**src/rtl/bus_decoder.sv**
```systemverilog
// Registered base/mask address decoder with per-region read latency and one transaction in flight.
// Optional: define BUS_DECODER_ERR_EN to flag unmapped accesses on err.
module bus_decoder #(
  parameter int NUM_REGIONS = 3,
  parameter int ADDR_WIDTH  = 14,
  parameter int DATA_WIDTH  = 32,
  parameter logic [NUM_REGIONS*ADDR_WIDTH-1:0] REGION_BASE = {14'h3000, 14'h2000, 14'h0000},
  parameter logic [NUM_REGIONS*ADDR_WIDTH-1:0] REGION_MASK = {14'h3F00, 14'h3000, 14'h2000},
  parameter logic [NUM_REGIONS*4-1:0]          REGION_LAT  = {4'd1, 4'd2, 4'd0}
) (
  input  logic                              clk,
  input  logic                              rst,
  input  logic                              req,
  input  logic                              wen,
  input  logic                              ren,
  input  logic [ADDR_WIDTH-1:0]             addr,
  output logic [DATA_WIDTH-1:0]             rdata,
  output logic                              ready,
  output logic                              err,
  output logic [NUM_REGIONS-1:0]            sel,
  output logic [NUM_REGIONS-1:0]            wen_o,
  output logic [NUM_REGIONS-1:0]            ren_o,
  input  logic [NUM_REGIONS*DATA_WIDTH-1:0] rdata_i
);

  localparam int IDX_W = (NUM_REGIONS > 1) ? $clog2(NUM_REGIONS) : 1;

  typedef enum logic [1:0] {IDLE, STROBE, WAIT, DONE} state_t;

  state_t                  state_reg, state_next;
  logic [3:0]              cnt_reg;
  logic [IDX_W-1:0]        idx_reg;
  logic                    hit_reg;
  logic                    write_reg;
  logic [DATA_WIDTH-1:0]   rdata_reg;

  logic [NUM_REGIONS-1:0]  match;
  logic [IDX_W-1:0]        dec_idx;
  logic                    dec_hit;
  logic [3:0]              lat_arr    [NUM_REGIONS];
  logic [DATA_WIDTH-1:0]   slave_data [NUM_REGIONS];

  // Per-region decode, parameter slicing and strobe generation from latched values only.
  generate
    for (genvar gi = 0; gi < NUM_REGIONS; gi++) begin : g_region
      assign match[gi]      = (addr & REGION_MASK[gi*ADDR_WIDTH +: ADDR_WIDTH])
                              == REGION_BASE[gi*ADDR_WIDTH +: ADDR_WIDTH];
      assign lat_arr[gi]    = REGION_LAT[gi*4 +: 4];
      assign slave_data[gi] = rdata_i[gi*DATA_WIDTH +: DATA_WIDTH];
      assign sel[gi]        = (state_reg == STROBE) && hit_reg && (idx_reg == IDX_W'(gi));
    end
  endgenerate

  // Scan high to low so the lowest matching index is the one left standing.
  always_comb begin
    dec_idx = '0;
    dec_hit = 1'b0;
    for (int i = NUM_REGIONS - 1; i >= 0; i--) begin
      if (match[i]) begin
        dec_idx = IDX_W'(i);
        dec_hit = 1'b1;
      end
    end
  end

  always_ff @(posedge clk or negedge rst) begin
    if (!rst) begin
      state_reg <= IDLE;
    end else begin
      state_reg <= state_next;
    end
  end

  always_comb begin
    state_next = state_reg;
    case (state_reg)
      IDLE:    if (req && (wen || ren)) state_next = STROBE;
      STROBE:  state_next = (!hit_reg || lat_arr[idx_reg] == 4'd0) ? DONE : WAIT;
      WAIT:    if (cnt_reg <= 4'd1) state_next = DONE;
      DONE:    state_next = IDLE;
      default: state_next = IDLE;
    endcase
  end

  always_ff @(posedge clk or negedge rst) begin
    if (!rst) begin
      cnt_reg   <= 4'd0;
      idx_reg   <= '0;
      hit_reg   <= 1'b0;
      write_reg <= 1'b0;
      rdata_reg <= '0;
    end else begin
      if (state_reg == IDLE && state_next == STROBE) begin
        idx_reg   <= dec_idx;
        hit_reg   <= dec_hit;
        write_reg <= wen;
      end
      if (state_reg == STROBE) begin
        cnt_reg <= hit_reg ? lat_arr[idx_reg] : 4'd0;
      end else if (state_reg == WAIT) begin
        cnt_reg <= cnt_reg - 4'd1;
      end
      // Slave data is sampled on the edge that enters DONE; writes and misses return zero.
      if (state_next == DONE && state_reg != DONE) begin
        rdata_reg <= (hit_reg && !write_reg) ? slave_data[idx_reg] : '0;
      end
    end
  end

  assign ready = (state_reg == DONE);
  assign rdata = ready ? rdata_reg : '0;
  assign wen_o = sel & {NUM_REGIONS{write_reg}};
  assign ren_o = sel & {NUM_REGIONS{~write_reg}};

`ifdef BUS_DECODER_ERR_EN
  assign err = ready && !hit_reg;
`else
  assign err = 1'b0;
`endif

endmodule

```
**config.mk**
```make
export PLATFORM = sky130hd
export DESIGN_NAME = bus_decoder
export DESIGN_NICKNAME = d
export VERILOG_FILES = /design/src/rtl/bus_decoder.sv
export SDC_FILE = /design/constraint.sdc
export NUM_CORES = 1
export LEC_CHECK = 0
export ABC_AREA = 1
export CAP_MARGIN = 25
export CORE_MARGIN = 2
export CORE_UTILIZATION = 40
export DETAILED_ROUTE_END_ITERATION = 10
export HOLD_SLACK_MARGIN = 0.12
export PLACE_DENSITY = 0.88
export SYNTH_ARGS = -nofsm -noshare
export SYNTH_HDL_FRONTEND = slang
export SYNTH_SLANG_ARGS = --single-unit
```
**constraint.sdc**
```tcl
create_clock -name clk -period 2.4 [get_ports clk]
set_input_delay 0.36 -clock clk [delete_from_list [all_inputs] [get_ports clk]]
set_output_delay 0.36 -clock clk [all_outputs]
set_load 0.01 [all_outputs]
```
# Word-level counts from Yosys, hierarchy flattened

Index checks and enable logic that the tools add are counted.

Register bits after elaboration: 42
Bits of input ports: 115
Output and inout port bits: 43
Logic and storage cells: 61

$add $sub $neg: 1
$lt $le $gt $ge: 2
Equal/unequal tests: 10
Mux-type cells: 21
Bitwise logic cells: 4
Reduce and logical (&&, ||, !) cells: 17

Operator list:

| kind                | count |
|---|---|
| $mux 32             | 4 |
| $bmux 32 s2         | 1 |
| $mux 4              | 5 |
| $logic_not 14->1    | 1 |
| $eq 2x2->1 const B  | 5 |
| $mux 2              | 5 |
| $bmux 4 s2          | 1 |
| $logic_and 1x1->1   | 8 |
| $pmux 2 s4          | 1 |
| $and 3x3->3         | 2 |
| $eq 2x1->1 const B  | 3 |
| $eq 6x6->1 const B  | 1 |
| $le 4x1->1 const B  | 1 |
| $logic_not 2->1     | 2 |
| $logic_not 4->1     | 1 |
| $mux 1              | 4 |
| $sub 4x1->4 const B | 1 |
| $ge 3x3->1 const B  | 1 |
| $not 2->3           | 1 |
| $logic_not 1->1     | 2 |
| $logic_or 1x1->1    | 2 |
| $ne 2x2->1 const B  | 1 |
| $reduce_bool 2->1   | 1 |
| $not 1->1           | 1 |

# Depth between registers and ports, before layout

Gate-level depths: netlist (run 1).

Depth in word-level cells: 10
Depth in mapped cells: 12
Depth with buffers taken out: 11

# Worst setup path after synthesis (run 1)

OpenSTA, ideal clock, no wires.

Kind: register to register
Start point: register idx_reg[0]
End point: register idx_reg[0]
Arrival: 1.663 ns
Required time: 2.283 ns
Path slack: 0.620 ns
Cell stages (with the launch flop): 12
Period minus slack after synthesis: 1.780 ns
Cells stage by stage: dfrtp_1 -> buf_4 -> inv_1 -> buf_2 -> ha_1 -> nand2_1 -> a21oi_2 -> nand2_1 -> buf_6 -> nand3_1 -> nand2_1 -> nand2_1

Longest elaborated chain between the ends: 10

Ends and longest elaborated chain:

| what                                      | RTL line | text |
|---|---|---|
| start, declared                           | 32       | `logic [IDX_W-1:0] idx_reg;` |
| start signal, assigned                    | 94       | `idx_reg <= dec_idx;` |
| $not 2->3 (not written as such)           | 78       | `STROBE: state_next = (!hit_reg \|\| lat_arr[idx_reg] == 4'd0) ? DONE : WAIT;` |
| $bmux 4 s2                                | 78       |  |
| $mux 4 (not written as such) (2 in a row) | 78       |  |
| $logic_not 4->1                           | 78       |  |
| $logic_or 1x1->1                          | 78       |  |
| $mux 1                                    | 78       |  |
| $pmux 2 s4                                | 76       | `case (state_reg)` |
| $eq 2x1->1                                | 93       | `if (state_reg == IDLE && state_next == STROBE) begin` |
| $logic_and 1x1->1                         | 93       |  |

Every way passes these cells. The select of a mux whose other input is x is not followed.
A chain may end at the register's enable or synchronous reset.

# Worst setup path in the final report (run 1)

Start point: register state_reg[1]
End point: output port ren_o[0]

Longest elaborated chain between the ends: 4

Ends and longest elaborated chain:

| what                           | RTL line | text |
|---|---|---|
| start, declared                | 30       | `state_t state_reg, state_next;` |
| start signal, assigned         | 70       | `state_reg <= state_next;` |
| $eq 2x1->1                     | 50       | `assign sel[gi] = (state_reg == STROBE) && hit_reg && (idx_reg == IDX_W'(gi));` |
| $logic_and 1x1->1 (2 in a row) | 50       |  |
| $and 3x3->3                    | 113      | `assign ren_o = sel & {NUM_REGIONS{~write_reg}};` |
| end, declared                  | 22       | `output logic [NUM_REGIONS-1:0] ren_o,` |

Every way passes these cells.

==> impl_metrics.toml, run 1 <==
[yosys]
ys_ff_latch = 42
ys_seq_area_frac = 0.316
synth_nets = 672
syn_inst = 548
synth_area_per_cell_um2 = 6.06
netlist.area_leader.share = 0.316
yosysWarnings = 0
synth_area_mm2 = 0.00332
synth_cell_type_count = 21
yosys-top-cells-area = "dfrtp_1, nand2_1, inv_1"
synth_top_area_cell = "dfrtp_1"

[placed_design]
portBuffers = 148
dp_hpwl_mm = 6.99
place_congestion = 0.774
postPlaceCellArea_mm2 = 0.00482

[run]
maxCapViolations = 0

[clock_network]
cts-root-buf = "clkbuf_8"
clk_pin_slew_ns = 0.08
cts_max_level = 2
clock_latency_ns = 0.29
numCtsBuffers = 5
clockBufferDepth = 2
tritoncts = "built"
clkSinkCount = 42
postCtsSetupRepairBufs = 0

[die]
io-pin-count = 158
fp-row-count = 33
die_w_um = 95.2
core-area_mm2 = 0.00813
initial_core_util = 0.409
chipHeight_um = 95.2
fp.dieArea_mm2 = 0.00905

[timing]
rsz0062_at_grt = "false"
fin_setup_tns_ns = 0
finalHoldViolCount = 0
fin_skew_ns = 0.00908
slew_violations = 0
min_period_over_period = 0.943
period_needed_ns = 2.26
fmax_mhz = 442
setup_violations = 0

[power]
ir_drop_mv = 0.705
power_density_mw_per_mm2 = 853
power.leakage_nw = 2.78

[worst_setup_path]
crit_type = "reg2out"
critPathCaptureType = "output pin"
crit_fanout = 7
worstPathRequired_ns = 2.04
worstSetupStartpointType = "flop"
critPathArrivalTime_ns = 1.90

[drt]
drt_wl_total_mm = 9.62
dr.pass1.iters = 4
via_count = 3762
viasPerCell = 4.79
drt_iter0_drc = 137
drc = 0
drtAntennaViolNets = 0
wl_per_cell_um = 12.2

[global_routing]
grt_max_degree = 43
grt_overflow_total = 0
grt.total_usage = 0.212
antenna_found_initial = 0
grt_pass1_wl_mm = 15.4
grt_pass1_vias = 3501

[layout]
largest_reg_flops = 32
area_growth_pct = 49.7
layout_commonest_cell = "nand2_1"
nets = 803
drive_gt1_frac = 0.0397
diodes = 0
final_cell_area_mm2 = 0.00497
layout_common_cells = "nand2_1, clkdlybuf4s50_1, inv_1"

[outcome]
status = "completed"

[min_path]
hp-class = "in2async"
## critical path, stage by stage, from the launching register on
cell and delay (ns):
dfrtp_1 0.40, inv_1 0.09, ha_2 0.27, nand3_1 0.17
nor2_1 0.13, clkdlybuf4s50_1 0.55
## synth_stat cells (all sizes together)
master  count
nand3      40
dfrtp      42
nand4      37
clkbuf     11
nand2     211
nor2       18
a21oi      36
a31oi       1
inv       112
conb        1
a21boi      1
nor3b       1
buf        25
ha          9
o21ai       3
## per-stage QoR
| stage | util | power [mW] | hold slack, ns | instances | setup WS (ns) |
|---|---|---|---|---|---|
| final | 0.612 | 4.24 | 0.423 | 785 | 0.136 |
| after global placement | 0.593 | 3.60 | 0.463 | 775 | 0.325 |
| after global routing | 0.612 | 4.64 | 0.416 | 785 | 0.00205 |
| after CTS | 0.606 | 4.25 | 0.238 | 783 | 0.00503 |
| after floorplan | - | 2.99 | 0.0644 | 548 | 0.620 |
| after detailed placement | 0.593 | 3.71 | 0.466 | 775 | 0.213 |
## power breakdown
group          total (mW)  leakage (nW)  switching (mW)  internal, mW
clock               0.525        0.0575           0.235         0.291
combinational        2.64          2.17            1.69         0.950
sequential           1.08         0.552           0.145         0.933
total                4.24          2.78            2.07          2.17
## layout make-up
| class | count | area [µm²] |
|---|---|---|
| fill | 761 | 3160 |
| multi-input combinational | 358 | 1660 |
| timing repair buffer | 160 | 1590 |
| sequential | 42 | 1050 |
| inverter | 112 | 425 |
| tap | 105 | 131 |
| clock buffer | 8 | 110 |
## cell families after synthesis
family,share of synthesized area
AO/OA/AOI/OAI,0.0640
adder cells (fa/ha/maj),0.0339
buffers and inverters,0.188
flip-flops,0.316
other,0.00113
AND/OR/NAND/NOR,0.397
## final timing paths
check                      cells past startpoint  slack [ns]                      start                   endpoint
setup reg to reg                               9        0.39     idx_reg[1]$_DFFE_PN0P_     idx_reg[1]$_DFFE_PN0P_
hold / removal                                 2        0.42                        rst  rdata_reg[26]$_DFFE_PN0P_
setup / recovery                               5        0.14     state_reg[1]$_DFF_PN0_                   ren_o[0]
hold reg to reg                                2        0.48  rdata_reg[15]$_DFFE_PN0P_  rdata_reg[15]$_DFFE_PN0P_
max in group asynchronous                      3        1.57                        rst  rdata_reg[12]$_DFFE_PN0P_
min in group clk                               2        0.48  rdata_reg[15]$_DFFE_PN0P_  rdata_reg[15]$_DFFE_PN0P_
## what timing repair did
| action | in CTS | in global routing |
|---|---|---|
| setup endpoints to repair | 0 | 12 |
| gates resized for setup | 0 | 5 |
| endpoints found under the hold margin | 0 | 42 |
| hold buffers | 0 | 1 |
## routing by layer
metal | GRT usage | wire (µm) | share of wire
met5 | 0 | 0 | 0
met4 | 0.0459 | 86 | 0.0089
met3 | 0.0435 | 759 | 0.079
met2 | 0.397 | 4640 | 0.48
met1 | 0.248 | 4130 | 0.43
No activity file was read; power rests on OpenSTA's default activity.
==> inputs of run 2 (changes only) <==
- CTS_CLUSTER_DIAMETER: unset -> 120
==> results of run 2 <==
Same layout as run 1: the final DEF is identical, and so are final timing and power.
==> inputs of run 3 (changes only) <==
- MAX_ROUTING_LAYER: unset -> met4
==> run 3 against run 2 <==
Setup slack worse by 0.010 ns; maximum frequency is 0.44% lower; core utilization is 0.37 points lower; via count is 0.66% lower; largest cell class unchanged.
==> impl_metrics.toml, run 3 (synthesized netlist as in run 1, its figures left out) <==
[drt]
viasPerCell = 4.76
dr.pass1.iters = 5
drtAntennaViolNets = 0
via_count = 3737
drc = 0
drt_iter0_drc = 116
drt_wl_total_mm = 9.64
wl_per_cell_um = 12.3

[placed_design]
place_congestion = 0.786
dp_hpwl_mm = 6.96
portBuffers = 148

[global_routing]
grt_pass1_wl_mm = 15.4
grt_max_degree = 43
grt_pass1_vias = 3598
grt.total_usage = 0.217
grt_overflow_total = 0
antenna_found_initial = 0

[layout]
nets = 803
drive_gt1_frac = 0.0382
post-route-util = 0.608
layout_commonest_cell = "nand2_1"
largest_reg_flops = 32
area_growth_pct = 48.8
diodes = 0
layout_common_cells = "nand2_1, clkdlybuf4s50_1, inv_1"

[timing]
finalHoldViolCount = 0
period_needed_ns = 2.27
rsz0062_at_grt = "false"
fin_skew_ns = 0.0109
min_period_over_period = 0.947
fin_setup_tns_ns = 0
worst_pin_slew_ns = 0.655
slew_headroom = 0.563
slew_violations = 0
fmax_mhz = 440
setup_violations = 0

[clock_network]
cts-root-buf = "clkbuf_8"
clockBufferDepth = 2
postCtsSetupRepairBufs = 0
cts_max_level = 2
numCtsBuffers = 5
tritoncts = "built"
clk_pin_slew_ns = 0.08
clkSinkCount = 42
clock_latency_ns = 0.29

[outcome]
status = "completed"

[power]
sequentialPowerShare = 0.259
p_clk_frac = 0.112
power_density_mw_per_mm2 = 841
p_sw_mw = 2.06
power.leakage_nw = 2.77
p_sw_frac = 0.494
power_frac_comb = 0.629
intPower_mw = 2.10
ir_drop_mv = 0.759

[die]
core-area_mm2 = 0.00813
initial_core_util = 0.409
fp-row-count = 33
chipHeight_um = 95.2
fp.dieArea_mm2 = 0.00905
die_w_um = 95.2
io-pin-count = 158

[worst_setup_path]
worstPathRequired_ns = 2.04
r2r_slack_ns = 0.17
worstSetupStartpointType = "flop"
crit_type = "reg2out"
crit_fanout = 7
critPathArrivalTime_ns = 1.91
critPathCaptureType = "output pin"

[run]
maxCapViolations = 0

[min_path]
hp-class = "in2async"
==> run 3: cell count changes in the layout (fill, tap and decap cells not counted) <==
cell / previous run / this run
clkbuf_8: 8 / 6
nand3_2: 1 / 2
clkbuf_1: 0 / 1
nand3_4: 1 / 0
clkinv_4: 1 / 0
clkinv_2: 0 / 2
==> run 3: timing repair <==
item	4_1_cts	5_1_grt
gates resized for setup	0	2
hold buffers	0	1
setup endpoints to repair	0	9
endpoints found under the hold margin	0	42
==> run 3: layout make-up <==
cell class | count | area [µm²]
tap | 105 | 131
timing repair buffer | 160 | 1590
fill | 740 | 3190
sequential | 42 | 1050
clock inverter | 1 | 5.00
clock buffer | 7 | 86.3
inverter | 112 | 422
multi-input combinational | 358 | 1660
==> run 3: path summary, 6_finish.rpt <==
check,startpoint,end,cells after the start
setup / recovery,state_reg[1]$_DFF_PN0_,ren_o[2],5
hold / removal,rst,rdata_reg[26]$_DFFE_PN0P_,2
setup reg to reg,state_reg[0]$_DFF_PN0_,rdata_reg[4]$_DFFE_PN0P_,7
hold reg to reg,rdata_reg[14]$_DFFE_PN0P_,rdata_reg[14]$_DFFE_PN0P_,2
max in group asynchronous,rst,rdata_reg[8]$_DFFE_PN0P_,3
min in group clk,rdata_reg[14]$_DFFE_PN0P_,rdata_reg[14]$_DFFE_PN0P_,2
==> run 3: power groups by stage <==
| stage | clock network (mW) | logic, mW | registers [mW] |
|---|---|---|---|
| global placement | 0 | 2.53 | 1.07 |
| detailed placement | 0 | 2.61 | 1.09 |
| finish | 0.464 | 2.62 | 1.08 |
| global route | 0.507 | 2.94 | 1.10 |
| CTS | 0.483 | 2.62 | 1.07 |
| floorplan | 0 | 1.95 | 1.05 |
==> run 3: per-layer routing <==
| layer | GRT usage | up-vias | wire [µm] |
|---|---|---|---|
| met5 | - | - | 0 |
| li1 | - | 1920 | - |
| met4 | 0.0580 | 0 | 83 |
| met3 | 0.0395 | 10 | 713 |
| met2 | 0.397 | 155 | 4740 |
| met1 | 0.242 | 1652 | 4100 |
==> run 3: per-stage QoR <==
step,power (mW),worst slack [ns],area (µm²),hold WS (ns),std cells
finish,4.16,0.126,4940,0.423,785
global route,4.55,0.000517,4940,0.404,785
CTS,4.18,0.0137,4910,0.237,783
detailed placement,3.70,0.215,4820,0.466,775
global placement,3.61,0.321,4820,0.463,775
floorplan,2.99,0.620,3320,0.0644,548
==> run 3: critical path, cell delays in order (launching register included) <==
cell,delay [ns]
dfrtp_1,0.41
inv_1,0.10
ha_2,0.27
nand3_1,0.16
nor2_1,0.13
clkdlybuf4s50_1,0.54
